--- config.mk ---
export PLATFORM = sky130hd
export DESIGN_NAME = out_port_queue
export DESIGN_NICKNAME = d
export VERILOG_FILES = /design/src/rtl/out_port_queue.sv
export SDC_FILE = /design/constraint.sdc
export NUM_CORES = 1
export LEC_CHECK = 0
export BUFFER_PORTS_ARGS = -buffer_cell sky130_fd_sc_hd__buf_2
export CORE_UTILIZATION = 60
export DETAILED_ROUTE_END_ITERATION = 7
export GPL_TIMING_DRIVEN = 0
export HOLD_SLACK_MARGIN = 0.03
export PLACE_DENSITY_LB_ADDON = 0.12
export RECOVER_POWER = 25
export SETUP_SLACK_MARGIN = 0.3
export SYNTH_ARGS = -nofsm -noshare
export SYNTH_HDL_FRONTEND = slang
export SYNTH_SLANG_ARGS = --single-unit
--- constraint.sdc ---
create_clock -name clk -period 3.1 [get_ports clk]
set_input_delay 0.775 -clock clk [delete_from_list [all_inputs] [get_ports clk]]
set_output_delay 0.775 -clock clk [all_outputs]
set_load 0.1 [all_outputs]
--- src/rtl/out_port_queue.sv ---
// Output-port FIFO fed by out_FF: captures ff_q one cycle after each load_out strobe
// and serves it over valid/ready. Optional sticky drop flag: OUTQ_OVERFLOW_FLAG_EN.
module out_port_queue #(
  parameter int unsigned WIDTH = 4,
  parameter int unsigned DEPTH = 4
) (
  input  logic                     clk,
  input  logic                     reset,
  input  logic                     load_out,
  input  logic [WIDTH-1:0]         ff_q,
  input  logic                     out_ready,
  input  logic                     ovf_clr,
  output logic                     out_valid,
  output logic [WIDTH-1:0]         out_data,
  output logic                     full,
  output logic                     empty,
  output logic [$clog2(DEPTH):0]   count,
  output logic                     overflow
);

  localparam int unsigned AW = $clog2(DEPTH);

  logic [WIDTH-1:0] mem [DEPTH];
  logic [AW-1:0]    rd_ptr, wr_ptr, rd_ptr_nx, wr_ptr_nx;
  logic [AW:0]      count_nx;
  logic             load_d, push, pop, accept, drop;
  logic [WIDTH-1:0] head_nx;

  assign full  = (count == (AW+1)'(DEPTH));
  assign empty = (count == '0);

  always_comb begin
    push      = load_d;
    pop       = out_valid && out_ready;
    accept    = push && (!full || pop);
    drop      = push && full && !pop;
    rd_ptr_nx = pop    ? rd_ptr + AW'(1) : rd_ptr;
    wr_ptr_nx = accept ? wr_ptr + AW'(1) : wr_ptr;
    count_nx  = count;
    case ({accept, pop})
      2'b10:   count_nx = count + (AW+1)'(1);
      2'b01:   count_nx = count - (AW+1)'(1);
      default: count_nx = count;
    endcase
    // The new head may be the entry being written this cycle (empty, or one entry being popped).
    head_nx = '0;
    if (count_nx != '0) begin
      if (accept && (rd_ptr_nx == wr_ptr)) head_nx = ff_q;
      else                                 head_nx = mem[rd_ptr_nx];
    end
  end

  always_ff @(posedge clk) begin
    if (reset) begin
      load_d    <= 1'b0;
      rd_ptr    <= '0;
      wr_ptr    <= '0;
      count     <= '0;
      out_valid <= 1'b0;
      out_data  <= '0;
    end else begin
      load_d    <= load_out;
      rd_ptr    <= rd_ptr_nx;
      wr_ptr    <= wr_ptr_nx;
      count     <= count_nx;
      out_valid <= (count_nx != '0);
      out_data  <= head_nx;
    end
  end

  always_ff @(posedge clk) begin
    if (!reset && accept) mem[wr_ptr] <= ff_q;
  end

`ifdef OUTQ_OVERFLOW_FLAG_EN
  always_ff @(posedge clk) begin
    if (reset)        overflow <= 1'b0;
    else if (drop)    overflow <= 1'b1;
    else if (ovf_clr) overflow <= 1'b0;
  end
`else
  logic unused_ovf;
  assign unused_ovf = ^{ovf_clr, drop};
  assign overflow   = 1'b0;
`endif

endmodule

==> metrics.csv <==
metric,value,unit
Post-Syn Area,0.00152,sq mm
post-synthesis simple-gate area fraction,11.8,%
Post-Place Cells,176,
first-pass GRT wire length,4.77,mm
placed cell area,0.00165,sq mm
Final Non-Filler Cells,184,
Clock Tree Buf Depth,2,
Syn. warnings,0,
vias,1115,
Compound-Gate Fraction of Synth Area,21.8,%
Critical Path RT,2.32,ns
largest net degree at the start of global routing,11,
minimum clock period,2.47,ns
CP Buf/Inv Count,2,
Adder-Cell Fraction of Synth Area,4.61,%
Initial Util,66.2,%
largest family of logic cells by synthesized area,compound AO/OA/AOI/OAI gates,
Num Clock Sinks,29,
CP Cell Sequence,or3b_4 -> inv_2 -> buf_2,
via/cell ratio,6.06,
area delta synth->final,11.4,%
Max stage delay on crit path,0.44,ns
Initial DRC Count,42,
Syn Inst Count,132,
Die X,52.3,microns
clock-pin slew on the worst setup and hold paths,0.09,ns
fill cell count,177,
Post-CTS Hold Fix Bufs,0,
"Design Area, Final",0.00169,sq mm
Final Hold Fails,0,
post-synthesis mux area share,3.95,%
NetSw,659,uW
max_cap viols,0,
clk_lat worst skew,0.32,ns
Net Sw Frac,48.6,%
die height,52.3,microns
Max Fanout on Critical Path,5,
internal power,696,uW
Post-Synth XOR/XNOR Area,2.30,%
#FFs+latches synth,29,
vias in the first global route,1053,
multi-input logic area,691,sq um
ys async rst share,0,%
CTS root buf,clkbuf_4,
initial antenna violation count,0,
worst setup path category,register to output port,
nets,169,
CP Launch Type,register,
CTS buffer count,5,
Routed WL per cell,16.1,microns
all-layer global routing usage,25.1,%
CTS tree,done,
status,"complete, no violations",
sequential area share after synthesis,48.7,%
static leakage,0.659,nW
Routed WL,2.97,mm
DRT antenna net count,0,
Sequential Power Share,36.4,%
Yosys cell types,43,
total number of H-tree levels,2,
Post-CTS Setup Repair Bufs,0,
register area,741,sq um
RSZ-0062 raised after global routing,false,
Finish-stage setup viols,0,
dpl hpwl,2.23,mm
crit path DAT,1.69,ns
Pwr Density,800,mW/mm^2
"Net Count, Synth",146,
die area,0.00274,sq mm
site row count,17,
final slew viol count,0,
Syn Area/Cell,11.5,sq um
Gate power share,47.8,%
Resized Gates After CTS,0,
Peak VDD IR,709,uV
clock power share,15.8,%
Synth Flop Type,edfxtp_1,
total congestion overflow,0,
DRT Pass-1 Iters,4,
fin crit share,79.6,%
CP top delay family,buffers and inverters,
routability cong.,0.794,
Peak Freq,405,MHz
drt drc,0,
antenna cells,0,
Fin Setup TNS,0,ns
critical path capture point type,output port,
Layout Skew,0.00926,ns
Post-synth EDFFs,16,
Hold Path Class,register to register,
share of cells above drive strength 1,21.8,%
Core Area,0.00230,sq mm
CP max-delay cell,dfxtp_1,
IO Pins,20,
IO buf count,16,
routing by layer:
layer  vias to the layer above  track usage [%]  wire, microns
li1                        546                -              -
met1                       520             31.5           1360
met2                        42             40.9           1420
met3                         7             5.22            134
met4                         0             11.8             49
met5                         -                0              0
sequential cells by signal, summed over array words and instances (netlist names):
name and count:
out_data 4, load_d 1, count 3, rd_ptr 2
out_valid 1, mem 16, wr_ptr 2
power groups by stage:
stage	registers, mW	clock network [mW]	logic (mW)
2_1_floorplan	0.735	0	0.309
5_1_grt	0.499	0.237	0.685
4_1_cts	0.492	0.216	0.647
3_3_place_gp	0.499	0	0.631
6_report	0.493	0.214	0.648
3_5_place_dp	0.501	0	0.646
metrics by stage:
step                      hold WS (ns)  setup WS [ns]  power, mW  util (%)
final                            0.627          0.633       1.36      73.7
after floorplan                  0.551          0.329       1.04         -
after global placement           0.587          0.490       1.13      71.7
after CTS                        0.618          0.644       1.35      73.9
after detailed placement         0.606          0.418       1.15      71.7
after global routing             0.660          0.581       1.42      73.7
Yosys cell counts, drive strengths merged, types with 2 or more instances:
cell,number,area (sq um)
o211ai,2,15.0
o21ai,2,13.8
ha,4,50.1
clkbuf,2,7.51
a211o,2,17.5
inv,13,48.8
a221oi,4,41.3
nor2,7,26.3
and2,6,40.0
dfxtp,13,260
xnor2,3,26.3
nand4b,5,43.8
edfxtp,16,480
buf,6,43.8
a311o,4,40.0
a22o,4,35.0
nand2,2,7.51
a211oi,10,75.1
o311ai,5,51.3
mux2i,6,60.1
placed cells by master (no fill, tap or decap), types with 3 or more instances in the layout:
master / count
edfxtp_1: 16
buf_2: 14
dfxtp_1: 13
inv_1: 12
a211oi_1: 10
clkbuf_1: 7
nor2_1: 7
mux2i_1: 6
and2_1: 5
nand4b_1: 5
clkbuf_4: 5
o311ai_0: 4
a311o_1: 4
a22o_1: 4
ha_1: 4
xnor2_1: 3
buf_4: 3
a221oi_1: 3
final timing paths:
kind	to	cells past startpoint	from	slack (ns)
max	full	3	count[2]	0.63
min	wr_ptr[1]	2	wr_ptr[1]	0.63
max reg2reg	out_data[3]	6	count[0]	0.81
min reg2reg	wr_ptr[1]	2	wr_ptr[1]	0.63
worst reg2reg max path, delay by kind of cell, from the launching register on:
family                   cells  cell delay [ns]
AO/OA/AOI/OAI                3             0.88
AND/OR/NAND/NOR              1             0.16
buffers and inverters        1             0.14
flip-flops                   1             0.53
adder cells (fa/ha/maj)      1             0.48
cell type report:
cell class,count,share of cell area [%]
Tap cell,28,2.07
Clock buffer,6,2.44
Clock inverter,2,0.591
Multi-Input combinational cell,82,40.8
Inverter,13,2.88
Timing Repair Buffer,16,4.43
Buffer,8,3.03
Sequential cell,29,43.8
cell families (layout without fill, tap and decap cells):
family / Yosys count / after routing
DFF: 29 / 29
and+or+nand+nor: 28 / 28
buffers and inverters: 21 / 45
adders and majority gates: 5 / 5
muxes: 6 / 6
xor gates and xnor gates: 4 / 4
other: 1 / 1
AOI/OAI and AO/OA: 38 / 38
Power figures use the tool's default switching activity.
